## src/rtl/font_pixel_reader.sv

```systemverilog
// Font ROM row fetcher and MSB-first pixel serialiser for the VGA text layer.
// A row is fetched at column 6 of each cell and loaded into the shifter at column 7.
module font_pixel_reader #(
  parameter int unsigned H_TOTAL  = 800,
  parameter logic [7:0]  FG_COLOR = 8'hFF,
  parameter logic [7:0]  BG_COLOR = 8'h00
) (
  input  logic       clk_i,
  input  logic       rst_ni,
  input  logic       pix_tick_i,
  input  logic       video_on_i,
  input  logic [9:0] pixel_x_i,
  input  logic [9:0] pixel_y_i,
  input  logic       char_valid_i,
  input  logic [3:0] char_sel_i,
  input  logic [1:0] char_slot_i,
  output logic [1:0] rom_ad_o,
  output logic [3:0] rom_lsby_o,
  output logic [3:0] rom_sel_o,
  input  logic [7:0] rom_data_i,
  output logic [7:0] rgb_o,
  output logic       pix_on_o,
  output logic       underrun_o
);

  localparam logic [1:0] StIdle  = 2'd0;
  localparam logic [1:0] StAddr  = 2'd1;
  localparam logic [1:0] StCapt  = 2'd2;
  localparam logic [1:0] StReady = 2'd3;

  localparam logic [9:0] LastCellX = 10'(H_TOTAL - 8);

  logic [1:0] state_q, state_d;
  logic [1:0] rom_ad_q, rom_ad_d;
  logic [3:0] rom_lsby_q, rom_lsby_d;
  logic [3:0] rom_sel_q, rom_sel_d;
  logic [7:0] pre_q, pre_d;
  logic [7:0] sh_q, sh_d;
  logic [7:0] rgb_q, rgb_d;
  logic       pix_on_q, pix_on_d;
  logic       under_q, under_d;

  logic       fetch;
  logic       load;
  logic       sel_ok;
  logic [3:0] fetch_row;

  always_comb begin
    fetch  = pix_tick_i && (pixel_x_i[2:0] == 3'b110) && (state_q == StIdle);
    load   = pix_tick_i && (pixel_x_i[2:0] == 3'b111);
    sel_ok = char_valid_i && (char_sel_i != 4'd0) && (char_sel_i <= 4'd6);
    // The last cell of a line prefetches the row of the following line.
    fetch_row = pixel_y_i[3:0] + {3'b000, (pixel_x_i >= LastCellX)};
  end

  always_comb begin
    state_d    = state_q;
    rom_ad_d   = rom_ad_q;
    rom_lsby_d = rom_lsby_q;
    rom_sel_d  = rom_sel_q;
    pre_d      = pre_q;

    case (state_q)
      StIdle: begin
        if (fetch) begin
          state_d    = StAddr;
          rom_ad_d   = char_slot_i;
          rom_lsby_d = fetch_row;
          rom_sel_d  = sel_ok ? char_sel_i : 4'd0;
        end
      end
      StAddr:  state_d = StCapt;
      StCapt: begin
        state_d = StReady;
        pre_d   = (rom_sel_q == 4'd0) ? 8'h00 : rom_data_i;
      end
      default: state_d = StReady;
    endcase

    // A load always ends the fetch; an unfinished one is dropped so it cannot
    // leak stale data into the next cell.
    if (load) begin
      state_d = StIdle;
    end
  end

  always_comb begin
    sh_d     = sh_q;
    rgb_d    = rgb_q;
    pix_on_d = pix_on_q;
    under_d  = under_q;
    if (pix_tick_i) begin
      rgb_d    = video_on_i ? (sh_q[7] ? FG_COLOR : BG_COLOR) : 8'h00;
      pix_on_d = video_on_i & sh_q[7];
      if (load) begin
        if (state_q == StReady) begin
          sh_d = pre_q;
        end else begin
          sh_d    = 8'h00;
          under_d = 1'b1;
        end
      end else begin
        sh_d = {sh_q[6:0], 1'b0};
      end
    end
  end

  always_ff @(posedge clk_i or negedge rst_ni) begin
    if (!rst_ni) begin
      state_q    <= StIdle;
      rom_ad_q   <= 2'd0;
      rom_lsby_q <= 4'd0;
      rom_sel_q  <= 4'd0;
      pre_q      <= 8'h00;
      sh_q       <= 8'h00;
      rgb_q      <= 8'h00;
      pix_on_q   <= 1'b0;
      under_q    <= 1'b0;
    end else begin
      state_q    <= state_d;
      rom_ad_q   <= rom_ad_d;
      rom_lsby_q <= rom_lsby_d;
      rom_sel_q  <= rom_sel_d;
      pre_q      <= pre_d;
      sh_q       <= sh_d;
      rgb_q      <= rgb_d;
      pix_on_q   <= pix_on_d;
      under_q    <= under_d;
    end
  end

  assign rom_ad_o   = rom_ad_q;
  assign rom_lsby_o = rom_lsby_q;
  assign rom_sel_o  = rom_sel_q;
  assign rgb_o      = rgb_q;
  assign pix_on_o   = pix_on_q;
  assign underrun_o = under_q;

endmodule
```

## config.mk

```make
export PLATFORM = sky130hd
export DESIGN_NAME = font_pixel_reader
export DESIGN_NICKNAME = d
export VERILOG_FILES = /design/src/rtl/font_pixel_reader.sv
export SDC_FILE = /design/constraint.sdc
export NUM_CORES = 1
export LEC_CHECK = 0
export ABC_CLOCK_PERIOD_IN_PS = 1400
export CAP_MARGIN = 10
export CORE_MARGIN = 8
export CORE_UTILIZATION = 37
export CTS_CLUSTER_SIZE = 28
export DETAILED_ROUTE_END_ITERATION = 8
export HOLD_SLACK_MARGIN = 0.02
export PLACE_DENSITY = 0.83
export SETUP_SLACK_MARGIN = 0.05
export SYNTH_ARGS = -nofsm -noshare
export SYNTH_HDL_FRONTEND = slang
export SYNTH_SLANG_ARGS = --single-unit
```

## constraint.sdc

```tcl
create_clock -name clk_i -period 1.4 [get_ports clk_i]
set_input_delay 0.35 -clock clk_i [delete_from_list [all_inputs] [get_ports clk_i]]
set_output_delay 0.35 -clock clk_i [all_outputs]
set_load 0.02 [all_outputs]
```

-- After elaboration in Yosys (flattened, before gate mapping)
Cells that the tools add are included.
- order comparisons: 2
- add/subtract/negate cells: 1
- bitwise gates (word level): 2
- multiplexer cells: 9
- eq/ne operators: 6
- reduce and logical (&&, ||, !) cells: 10
- operators with widths (operator ; count):
    two-way mux 8 bit ; 5
    greater-or-equal comparator 10 bit, second input constant ; 1
    equality test 3 bit, second input constant ; 2
    logical AND 1 bit ; 5
    adder 4 x 1 -> 4 bit ; 1
    equality test 2 bit, second input constant ; 2
    less-or-equal comparator 4 x 3 -> 1 bit, second input constant ; 1
    zero test 4 bit ; 1
    two-way mux 2 bit ; 2
    two-way mux 4 bit ; 1
    one-hot mux 2 bit (2 select lines) ; 1
    nonzero test 4 bit ; 1
    != test 3 bit, second input constant ; 1
    AND reduction 3 bit ; 1
    equality test 2 x 1 -> 1 bit, second input constant ; 1
    zero test 2 bit ; 1
    AND reduction 2 bit ; 1
    bitwise AND 1 bit ; 1
    inverter 1 bit ; 1
- input bits: 39
- register bits: 38
- word-level logic and storage cells: 39

-- Depth between registers and ports, before layout
- depth after elaboration: 6
- depth in mapped cells: 6
- mapped depth without buffers: 6

-- Worst setup path after synthesis
Ideal clock, no wire load.
- path kind: input port to flip-flop
- start point: input pixel_x_i[4]
- end point: register rom_lsby_q[2], in the netlist rom_lsby_o[2]
- stages on the path: 6
- required time: 1.275 ns
- setup time: 0.125 ns
- arrival: 1.561 ns
- setup slack: -0.286 ns
- path through: a2111oi_0 nor2_1 ha_1 ha_1 xor2_1 mux2_4
- word-level cells in the longest chain between the ends: 2
- ends and longest elaborated chain (element ; line ; source):
    start, declared ; 12 ; input logic [9:0] pixel_x_i,
    greater-or-equal comparator 10 bit ; 53 ; fetch_row = pixel_y_i[3:0] + {3'b000, (pixel_x_i >= LastCellX)};
    adder 4 x 1 -> 4 bit ; 53 ;
    end signal, assigned ; 122 ; rom_lsby_q <= rom_lsby_d;
    end, declared ; 35 ; logic [3:0] rom_lsby_q, rom_lsby_d;
No other way between the ends.
A chain may end at the register's enable or synchronous reset.

-- Worst setup path in the final report
- start point: register state_q[0]
- end point: register rom_sel_q[1], in the netlist rom_sel_o[1]
- word-level cells in the longest chain between the ends: 3
- ends and longest elaborated chain (element ; line ; source):
    start, declared ; 33 ; logic [1:0] state_q, state_d;
    start signal, assigned ; 110 ; state_q <= StIdle;
    start signal, assigned ; 120 ; state_q <= state_d;
    zero test 2 bit * ; 49, 63 ;
    logical AND 1 bit ; 49 ; fetch = pix_tick_i && (pixel_x_i[2:0] == 3'b110) && (state_q == StIdle);
    AND reduction 2 bit (no source line) * ; - ;
    end signal, assigned ; 123 ; rom_sel_q <= rom_sel_d;
    end, declared ; 36 ; logic [3:0] rom_sel_q, rom_sel_d;
Every way passes the cells marked *; elsewhere a longest branch is shown, timed or not.

==> out/metrics.cfg <==
[run_status]
status = finished with violations
violations = setup timing

[clock_network]
clk_path_buf_depth = 2
cts_max_level = 2
clockRootBuffer = clkbuf_8
cts-buffers-inserted = 5
cts.reportedPaths.clkPinSlew_ns = 0.06
hold_buffers = 0
cts_tree = done
cts_setup_buffers = 0
insertion_delay_ns = 0.28
clock_sinks = 30

[synth]
syn-num-nets = 148
synth-compound-area-share_pct = 13.9
ys_seq_area_share_pct = 55.1
yosysUniqueCellTypes = 28
syn_inst = 107
syn_avg_cell_area_um2 = 12.7
synth-simple-area-share_pct = 11.6
ys_ff_latch = 30
synth_top_area_share_pct = 55.1
synth.largest_area_cell = dfrtp_1
synth-adder-area-share_pct = 1.84
muxShareOfSynthArea_pct = 9.93
synth_xor_area_share_pct = 1.29
synth_area_leaders = dfrtp_1 (55%), mux2_4 (9.9%), a22o_1 (5.8%)
syn_area_um2 = 1360
synth_top_family_by_area = compound AO/OA/AOI/OAI gates
yosys_warnings = 0

[sta]
slew_headroom_pct = 71.9
rsz0062_at_grt = yes
hold_viol = 0
finalCriticalPeriod_ns = 1.52
tightest_slew_ns = 0.420
skew_ns = 0.00187
fmax_mhz = 659
holdWs_ns = 0.443
drv_slew = 0
period_share_pct = 108
worst_slack_ns = -0.117
finalSetupViolations = 9

[global_route]
gr-total-overflow = 0
gr-usage-all-layers_pct = 12.7
grt_first_pass_wirelength_mm = 5.96
grt_pass1_vias = 1208
antenna_found_initial = 0
grt_max_degree = 31

[die]
die_w_um = 76.7
core_um2 = 3610
initial_utilization_pct = 37.8
die_h_um = 76.7
pin_count = 59
fp.dieArea_um2 = 5880
rows = 22

[power_and_ir_drop]
p_switching_w = 0.000482
fin_total_pwr_w = 0.00193
p_per_area_nw_per_um2 = 947
ir_drop_v = 0.000607
p_seq_share_pct = 49.3
p_int_w = 0.00145
clkPwrFrac_pct = 33.1
switching_share_pct = 24.9
combPwrFrac_pct = 17.6
leakagePower_nw = 1.01

[final_layout]
nNetsFinal = 209
multi_input_area_um2 = 596
drive_gt1_share_pct = 33.9
num-fill-cells = 307
seqCellArea_um2 = 752
diodes = 0
area_growth_pct = 49.9

[critical_path]
worstPathBufferInverterCount = 1
cp-start-kind = register
crit_path_end_kind = register
worstPathRequired_ns = 1.56
slowest_stage = or4_4
arrival_ns = 1.68
cp_cell_sequence = or4_4 > buf_6 > mux2_4
cp_slowest_stage_delay_ns = 0.55
crit_type = reg -> reg
cp_max_fo = 5
reg2reg_depth = 3
cp_top_family = simple AND/OR/NAND/NOR gates
cp_num_cells = 3

[routing]
first_pass_iters = 4
routedWlPerCell_um = 16.7
via_count = 1070
drc = 0
final_antenna_net_count = 0
viasPerCell = 4.95
drtIter0Drc = 102
wl_mm = 3.61

[hold_path]
hold_class = in -> async

[place]
hpwl_mm = 2.59
portBuffers = 52
place.gp.congestion = 0.723

[job]
maxCapViolCount = 0

-- flip-flops by register name, summed over array words and instances, names as in the netlist --
signal / cells
pre_q: 8
sh_q: 8
rom_lsby_o: 4
rom_sel_o: 4
rom_ad_o: 2
state_q: 2
rgb_o: 1
underrun_o: 1
-- synth_stat cells (all sizes together) --
cell type  number
o21ai           1
or2             1
a31oi           1
or4             1
nand2b          1
nand2           5
a221o           7
nor4            1
ha              2
dfrtp          30
a22o            9
o21a            2
a21oi           1
mux2            9
xor2            1
inv             2
clkbuf          1
nor2            4
and2            1
buf            10
nor2b           8
nand4           1
a2111oi         1
and3            3
xnor2           1
nand3           3
-- worst register-to-register path: stages, from the launching register on --
cell,delay (ns)
dfrtp_1,0.39
or4_4,0.55
buf_6,0.17
mux2_4,0.30
-- power groups by stage --
stage                     sequential [W]  clock, W  combinational, W
final                           0.000953  0.000639          0.000340
after global routing            0.000958  0.000694          0.000366
after CTS                       0.000952  0.000647          0.000345
after detailed placement        0.000966         0          0.000371
after global placement          0.000963         0          0.000362
after floorplan                 0.000995         0          0.000112
-- kinds of logic (layout without fill, tap and decap cells) --
kind of cell / count (synthesis) / count (layout)
buf+inv: 13 / 74
fa+ha+maj: 2 / 2
mux: 9 / 9
flops: 30 / 30
xor+xnor: 2 / 2
simple gates: 29 / 29
compound gates: 22 / 22
-- final timing paths --
path,slack [ns],from,to
max,-0.12,state_q[0],rom_sel_o[1]
min,0.44,rst_ni,pre_q[2]
min in group clk_i,0.47,underrun_o,underrun_o
max reg2reg,-0.12,state_q[0],rom_sel_o[1]
min reg2reg,0.47,underrun_o,underrun_o
max in group asynchronous,0.79,rst_ni,rgb_o[6]
-- cell type report --
type	count	area share, %
Inverter	2	0.368
Multi-Input combinational cell	64	29.2
Clock buffer	7	3.74
Tap cell	48	2.94
Sequential cell	30	36.8
Timing Repair Buffer	65	26.9
-- layer usage --
| layer | GRT usage, % | wire length (um) | vias up |
|---|---|---|---|
| met5 | 0 | 0 | - |
| met4 | 4.62 | 42 | 0 |
| met3 | 5.36 | 269 | 4 |
| met2 | 21.5 | 1760 | 43 |
| met1 | 13.8 | 1540 | 520 |
| li1 | - | - | 503 |
-- stage by stage --
step	worst slack, ns	utilization, %	TNS, ns	instance area, um^2	std cells
2_1_floorplan	-0.182	-	-0.933	1400	107
3_3_place_gp	-0.684	55.5	-10.42	2000	208
3_5_place_dp	-0.725	55.5	-11.26	2000	208
4_1_cts	-0.138	57.4	-0.881	2070	216
5_1_grt	-0.148	56.6	-1.23	2040	216
6_report	-0.117	56.6	-0.964	2040	216
-- timing repair --
item                                    4_1_cts  5_1_grt
gates cloned                                  1        0
pin swaps                                     5        6
gates resized for setup                      79       16
hold endpoints to repair                      0        0
endpoints found under the setup margin       44       23
-- cell usage in the layout (no fill, tap or decap), types with 2 or more instances in the layout --
cell and count:
nor2_1 3, buf_6 2, o21a_1 2, nor2b_1 8, nand3_2 2, buf_2 11, clkdlybuf4s50_1 21, and3_1 3
clkbuf_2 6, dlygate4sd2_1 5, nand2_1 5, inv_1 2, buf_4 10, a221o_1 7, clkbuf_8 5, mux2_4 9
clkbuf_1 2, clkdlybuf4s15_1 8, a22o_1 9, dfrtp_1 29
Power figures use the tool's default switching activity.
